File: src/rtl/foobar_event_fifo.sv
// Timestamped event FIFO: FOO/BAR pulses qualified by en are stamped and queued
// first-word-fall-through. Events arriving while full are dropped and counted.
module foobar_event_fifo #(
  parameter int DEPTH = 8,
  parameter int TS_W  = 8
) (
  input  logic                     clk,
  input  logic                     rst_n,
  input  logic                     clr,
  input  logic                     en,
  input  logic                     foo,
  input  logic                     bar,
  output logic                     out_valid,
  input  logic                     out_ready,
  output logic [1:0]               out_code,
  output logic [TS_W-1:0]          out_ts,
  output logic [$clog2(DEPTH):0]   level,
  output logic                     overflow,
  output logic [7:0]               drop_count
);

  localparam int AW = $clog2(DEPTH);
  localparam logic [AW:0] FULL_LEVEL = (AW+1)'(DEPTH);

  logic [AW-1:0]   wr_ptr;
  logic [AW-1:0]   rd_ptr;
  logic [TS_W-1:0] ts;
  logic [1:0]      code_mem [DEPTH];
  logic [TS_W-1:0] ts_mem   [DEPTH];

  logic evt;
  logic full;
  logic push;
  logic pop;
  logic drop;

  always_comb begin
    evt  = en & (foo | bar);
    full = (level == FULL_LEVEL);
    pop  = out_valid & out_ready;
    push = evt & (~full | pop);
    drop = evt & full & ~pop;
  end

  assign out_valid = (level != '0);
  // Outputs are forced to zero when empty so the unreset storage never leaks out.
  assign out_code  = out_valid ? code_mem[rd_ptr] : 2'b00;
  assign out_ts    = out_valid ? ts_mem[rd_ptr]   : '0;

  // NOTE: storage has no reset; validity is tracked by level, so clearing the
  // array would only cost reset fan-out.
  always_ff @(posedge clk) begin
    if (push && !clr) begin
      code_mem[wr_ptr] <= {bar, foo};
      ts_mem[wr_ptr]   <= ts;
    end
  end

  // NOTE: sequential state uses non-blocking assignments so every register
  // samples pre-edge values regardless of statement order.
  always_ff @(posedge clk or negedge rst_n) begin
    if (!rst_n) begin
      ts         <= '0;
      wr_ptr     <= '0;
      rd_ptr     <= '0;
      level      <= '0;
      overflow   <= 1'b0;
      drop_count <= 8'd0;
    end else if (clr) begin
      ts         <= '0;
      wr_ptr     <= '0;
      rd_ptr     <= '0;
      level      <= '0;
      overflow   <= 1'b0;
      drop_count <= 8'd0;
    end else begin
      if (en)   ts     <= ts + TS_W'(1);
      if (push) wr_ptr <= wr_ptr + AW'(1);
      if (pop)  rd_ptr <= rd_ptr + AW'(1);
      if (push && !pop)      level <= level + (AW+1)'(1);
      else if (pop && !push) level <= level - (AW+1)'(1);
      if (drop) begin
        overflow <= 1'b1;
        if (drop_count != 8'd255) drop_count <= drop_count + 8'd1;
      end
    end
  end

endmodule

File: config.mk
export PLATFORM = sky130hd
export DESIGN_NAME = foobar_event_fifo
export DESIGN_NICKNAME = d
export VERILOG_FILES = /design/src/rtl/foobar_event_fifo.sv
export SDC_FILE = /design/constraint.sdc
export NUM_CORES = 1
export LEC_CHECK = 0
export ABC_AREA = 1
export CORE_MARGIN = 2
export CORE_UTILIZATION = 46
export CTS_CLUSTER_DIAMETER = 150
export DETAILED_ROUTE_END_ITERATION = 10
export PLACE_DENSITY_LB_ADDON = 0.25
export SKIP_CTS_REPAIR_TIMING = 1
export SYNTH_ARGS = -nofsm -noshare
export SYNTH_HDL_FRONTEND = slang
export SYNTH_SLANG_ARGS = --single-unit
export TNS_END_PERCENT = 10
File: constraint.sdc
create_clock -name clk -period 4.7 [get_ports clk]
set_input_delay 0.705 -clock clk [delete_from_list [all_inputs] [get_ports clk]]
set_output_delay 0.705 -clock clk [all_outputs]
set_load 0.05 [all_outputs]
==> results_dict.tcl, run 1 <==
set metrics [dict create \
    setup_tns_ns 0 \
    ios 31 \
    synth_top_family_by_area "simple AND/OR/NAND/NOR gates" \
    final_util 0.544 \
    clock_sinks 107 \
    synth_xor_area_frac 0.00935 \
    dp_slack_ns 1.54 \
    cts_root_buf "clkbuf_8" \
    grt_usage 0.187 \
    drt_iter0_drc 134 \
    n_antenna_cell 0 \
    core_um2 9820 \
    cp_cell_sequence "buf_4 > o21ai_0 > o21ai_0 > o21ai_0 > nor2_1 > clkdlybuf4s50_1" \
    wirelength_um 9670 \
    cp-start-kind "flop" \
    power_density_nw_per_um2 495 \
    synth_cell_types 30 \
    hold_viol_final 0 \
    dpl_cell_area_um2 5160 \
    ys_ff_latch 107 \
    synthMuxAreaShare 0.0214 \
    die-area_um2 11000 \
    dr.pass1.iters 4 \
    cp_slowest_stage_delay_ns 0.89 \
    initial_core_util 0.477 \
    clkTransAtPathRegs_ns 0.09 \
    synth_edf_count 80 \
    via_count 3192 \
    via_per_inst 5.31 \
    rsz0062_at_grt "false" \
    synth-compound-area-share 0.104 \
    clock_skew_ns 0.0133 \
    synth_flop_cell "edfxtp_1" \
    gp_congestion 0.831 \
    synthCells 427 \
    synthAdderAreaFrac 0.0203 \
    drv_slew 0 \
    area_growth_syn_to_layout_pct 14.0 \
    synth_simple_gate_area_share 0.152 \
    die_y_um 105 \
    place_inst 585 \
    status "finished clean" \
    fin_crit_ns 3.54 \
    die_w_um 105 \
    yosys.area.top_type "edfxtp_1" \
    p_total_mw 2.65 \
    antenna_found_initial 0 \
    clk_path_buf_depth 2 \
    cap_violations 0 \
    clock.fmax_ghz 0.282 \
    drive_gt1_frac 0.0876 \
    cts-htree-levels 3 \
    grt_pass1_wl_um 15600 \
    fin_nets 477 \
    grt_pass1_vias 3044 \
    port_buffers 30 \
    setup_viol 0 \
    ys_seq_area_frac 0.657 \
    ant_nets 0 \
    fin_cells 601 \
    worst_pin_slew_ns 0.863 \
    hp-class "flop to flop" \
    worstSkewPairLatency_ns 0.37 \
    synth_top_area_share 0.513 \
    grt_max_degree 42 \
    avgSynthCellArea_um2 11.0 \
    required_ns 3.99 \
    ys_async_sr_fraction 0.252 \
    synth_nets 441 \
    final_area_um2 5340 \
    cp.arrival_ns 2.84 \
    grt-ovfl-total 0 \
    placementRows 36 \
    path_common_cell "o21ai_0" \
    synthTopCellsByArea "edfxtp_1 (51%), dfrtp_1 (14%), nor2_1 (7.2%)" \
    post-route-period-util 0.753 \
    cpMaxStageDelayCell "dfrtp_1" \
    final_cell_mix "nor2_1 (90), edfxtp_1 (80), o21ai_0 (60)" \
    cp-end-kind "output port" \
    dp_hpwl_um 6380 \
    ys.warnings.count 0 \
    drcViolationCount 0 \
    cts_tree "yes" \
    holdWs_ns 0.532 \
    relSlewSlack 0.423 \
    cts_buffers 9 \
    cp_max_fo 29 \
    wl_per_cell_um 16.1 \
    syn_area_um2 4690 \
    final_common_cell "nor2_1" \
    peakVddDrop_mv 0.342 \
    p_leak_nw 2.02 \
    fin_ws_ns 1.16 \
    critical_path_class "flop to output port" \
]
==> where the power goes <==
| group | internal, mW | switching, mW | total, mW |
|---|---|---|---|
| clock | 0.198 | 0.313 | 0.511 |
| combinational | 0.332 | 0.692 | 1.02 |
| sequential | 1.05 | 0.0612 | 1.11 |
| total | 1.58 | 1.07 | 2.65 |
==> final cells by class <==
cell class / count / area, um2
Clock buffer: 10 / 128
Clock inverter: 6 / 48.8
Fill cell: 890 / 4480
Inverter: 25 / 93.8
Multi-Input combinational cell: 278 / 1440
Sequential cell: 107 / 3080
Tap cell: 133 / 166
Timing Repair Buffer: 42 / 390
==> logic make-up (layout without fill, tap and decap cells) <==
kind of cell	after synthesis	in the layout
mux	10	10
buf+inv	42	83
fa+ha+maj	7	7
xor+xnor	5	5
flops	107	107
compound gates	92	92
simple gates	164	164
==> per-layer routing <==
metal | wire, um | part of all wire | GRT usage
met5 | 0 | 0 | 0
met4 | 135 | 0.014 | 0.0667
met3 | 592 | 0.061 | 0.0387
met2 | 4810 | 0.50 | 0.306
met1 | 4130 | 0.43 | 0.248
==> cells in the mapped netlist (all sizes together) (10+ instances only) <==
cell type and count:
inv 25, clkbuf 11, nand2 46, nor2 94
edfxtp 80, o22ai 10, nand3 21, o21ai 67
dfrtp 27, mux2i 10, a21oi 12
==> critical path: cells and delay by family (launching register included) <==
| family | cells | cell delay, ns |
|---|---|---|
| buffers and inverters | 2 | 1.12 |
| AND/OR/NAND/NOR | 1 | 0.12 |
| flip-flops | 1 | 0.89 |
| AO/OA/AOI/OAI | 3 | 0.34 |
==> worst paths after layout <==
path / startpoint / endpoint / slack [ns] / cells after the start
max reg2reg: level[1] / level[3] / 2.56 / 10
min reg2reg: overflow / overflow / 0.53 / 2
max in group asynchronous: rst_n / ts[0] / 3.71 / 2
min: overflow / overflow / 0.53 / 2
min in group asynchronous: rst_n / drop_count[5] / 0.71 / 2
max: rd_ptr[1] / out_ts[3] / 1.16 / 6
==> state kept, by name (all words and copies together), names as in the netlist <==
signal and count:
level 4, code_mem 16, ts 8, ts_mem 64, drop_count 8, wr_ptr 3, rd_ptr 3, overflow 1
No activity file was read; power rests on OpenSTA's default activity.
==> run 2: changes to the inputs <==
- clock period: 4.7 -> 3.1 ns (I/O delays scaled with it)
==> results_dict.tcl, run 2 (synthesized netlist as in run 1, its figures left out) <==
set metrics [dict create \
    rsz0062_at_grt "false" \
    gp_congestion 0.813 \
    relSlewSlack 0.633 \
    fin_nets 480 \
    regMostFlops "ts_mem" \
    clkTransAtPathRegs_ns 0.10 \
    setup_tns_ns 0 \
    cts_buffers 9 \
    status "finished clean" \
    drv_slew 0 \
    path_common_cell "o21ai_0" \
    r2r_setup_slack_ns 0.95 \
    final_cell_mix "nor2_1 (90), edfxtp_1 (80), o21ai_0 (60)" \
    met1_usage 0.260 \
    required_ns 2.63 \
    port_buffers 30 \
    dr.pass1.iters 5 \
    busiest_layer "met2" \
    fin_crit_ns 2.64 \
    ios 31 \
    clk_path_buf_depth 2 \
    cap_violations 0 \
    peakVddDrop_mv 0.676 \
    post-route-period-util 0.853 \
    clock_sinks 107 \
    drcViolationCount 0 \
    initial_core_util 0.477 \
    use_met3 0.0287 \
    grt-ovfl-total 0 \
    grt_pass1_wl_um 16100 \
    hold_viol_final 0 \
    ant_nets 0 \
    antenna_found_initial 0 \
    placementRows 36 \
    via_per_inst 5.34 \
    cp_slowest_stage_delay_ns 0.70 \
    cp_max_fo 16 \
    setup_viol 0 \
    cp-start-kind "flop" \
    cp.arrival_ns 2.18 \
    die-area_um2 11000 \
    dp_hpwl_um 6230 \
    worstSkewPairLatency_ns 0.36 \
    cp-end-kind "output port" \
    worst_pin_slew_ns 0.550 \
    cts_root_buf "clkbuf_8" \
    hp-class "input pin to asynchronous set/reset pin" \
    cp_cell_sequence "inv_1 > buf_4 > o21ai_0 > o21ai_0 > o21ai_0 > nor2_1 > buf_4" \
    grt_max_degree 43 \
    core_um2 9820 \
    via_count 3228 \
    final_common_cell "nor2_1" \
    clock.fmax_ghz 0.378 \
    grt_pass1_vias 3144 \
    cts_tree "yes" \
    critical_path_class "flop to output port" \
    p_total_mw 4.10 \
    largest_reg_flops 64 \
    grt_use_met2 0.313 \
    drt_iter0_drc 299 \
    cts-htree-levels 3 \
    area_growth_syn_to_layout_pct 14.7 \
    drive_gt1_frac 0.115 \
    wirelength_um 9960 \
    die_y_um 105 \
    cpMaxStageDelayCell "dfrtp_1" \
    n_antenna_cell 0 \
    power_density_nw_per_um2 764 \
    clock_skew_ns 0.0107 \
    die_w_um 105 \
    grt_usage 0.192 \
    top_regs "ts_mem: 64 flops, code_mem: 16 flops" \
    r2r_cells 10 \
    p_leak_nw 2.06 \
    wl_per_cell_um 16.5 \
]
==> run 2: cell count changes in the layout (fill, tap and decap cells not counted) <==
cell             change
clkdlybuf4s50_1     -10
buf_12               +1
buf_4               +12
bufinv_16            +1
clkinvlp_4           -1
==> run 2: path summary, 6_finish.rpt <==
kind | start | end
max | rd_ptr[0] | out_ts[5]
min | rst_n | ts[6]
max reg2reg | level[1] | level[3]
min reg2reg | overflow | overflow
max in group asynchronous | rst_n | ts[4]
min in group clk | overflow | overflow
==> run 2: per-layer routing <==
metal,wire length (um),vias to the layer above
li1,-,1558
met1,4460,1540
met2,4800,117
met3,550,13
met4,143,0
met5,0,-
==> run 2: stage by stage <==
| step | setup slack (ns) | utilization | instance area, um2 | hold slack, ns | cells |
|---|---|---|---|---|---|
| final | 0.457 | 0.547 | 5370 | 0.471 | 604 |
| after global routing | 0.209 | 0.547 | 5370 | 0.497 | 604 |
| after CTS | 0.427 | 0.547 | 5370 | 0.469 | 604 |
| after detailed placement | 0.533 | 0.527 | 5170 | 0.502 | 588 |
| after global placement | 0.610 | 0.527 | 5170 | 0.487 | 588 |
| after floorplan | 0.233 | - | 4690 | 0.169 | 427 |
==> run 2: where the power goes <==
group | internal, mW | switching (mW)
logic | 0.487 | 1.09
registers | 1.59 | 0.0817
clock network | 0.381 | 0.476
total | 2.46 | 1.64
==> run 2: worst max-delay path: cells and delay by family, from the launching register on <==
kind                   cells  cell delay [ns]
buffers and inverters      3             0.53
flip-flops                 1             0.70
AND/OR/NAND/NOR            1             0.07
AO/OA/AOI/OAI              3             0.51
==> run 2: area by class of cell <==
cell class                      count  area, um2
Sequential cell                   107       3080
Clock buffer                       10        128
Fill cell                         874       4450
Tap cell                          133        166
Clock inverter                      6       71.3
Multi-Input combinational cell    278       1440
Timing Repair Buffer               45        400
Inverter                           25       93.8
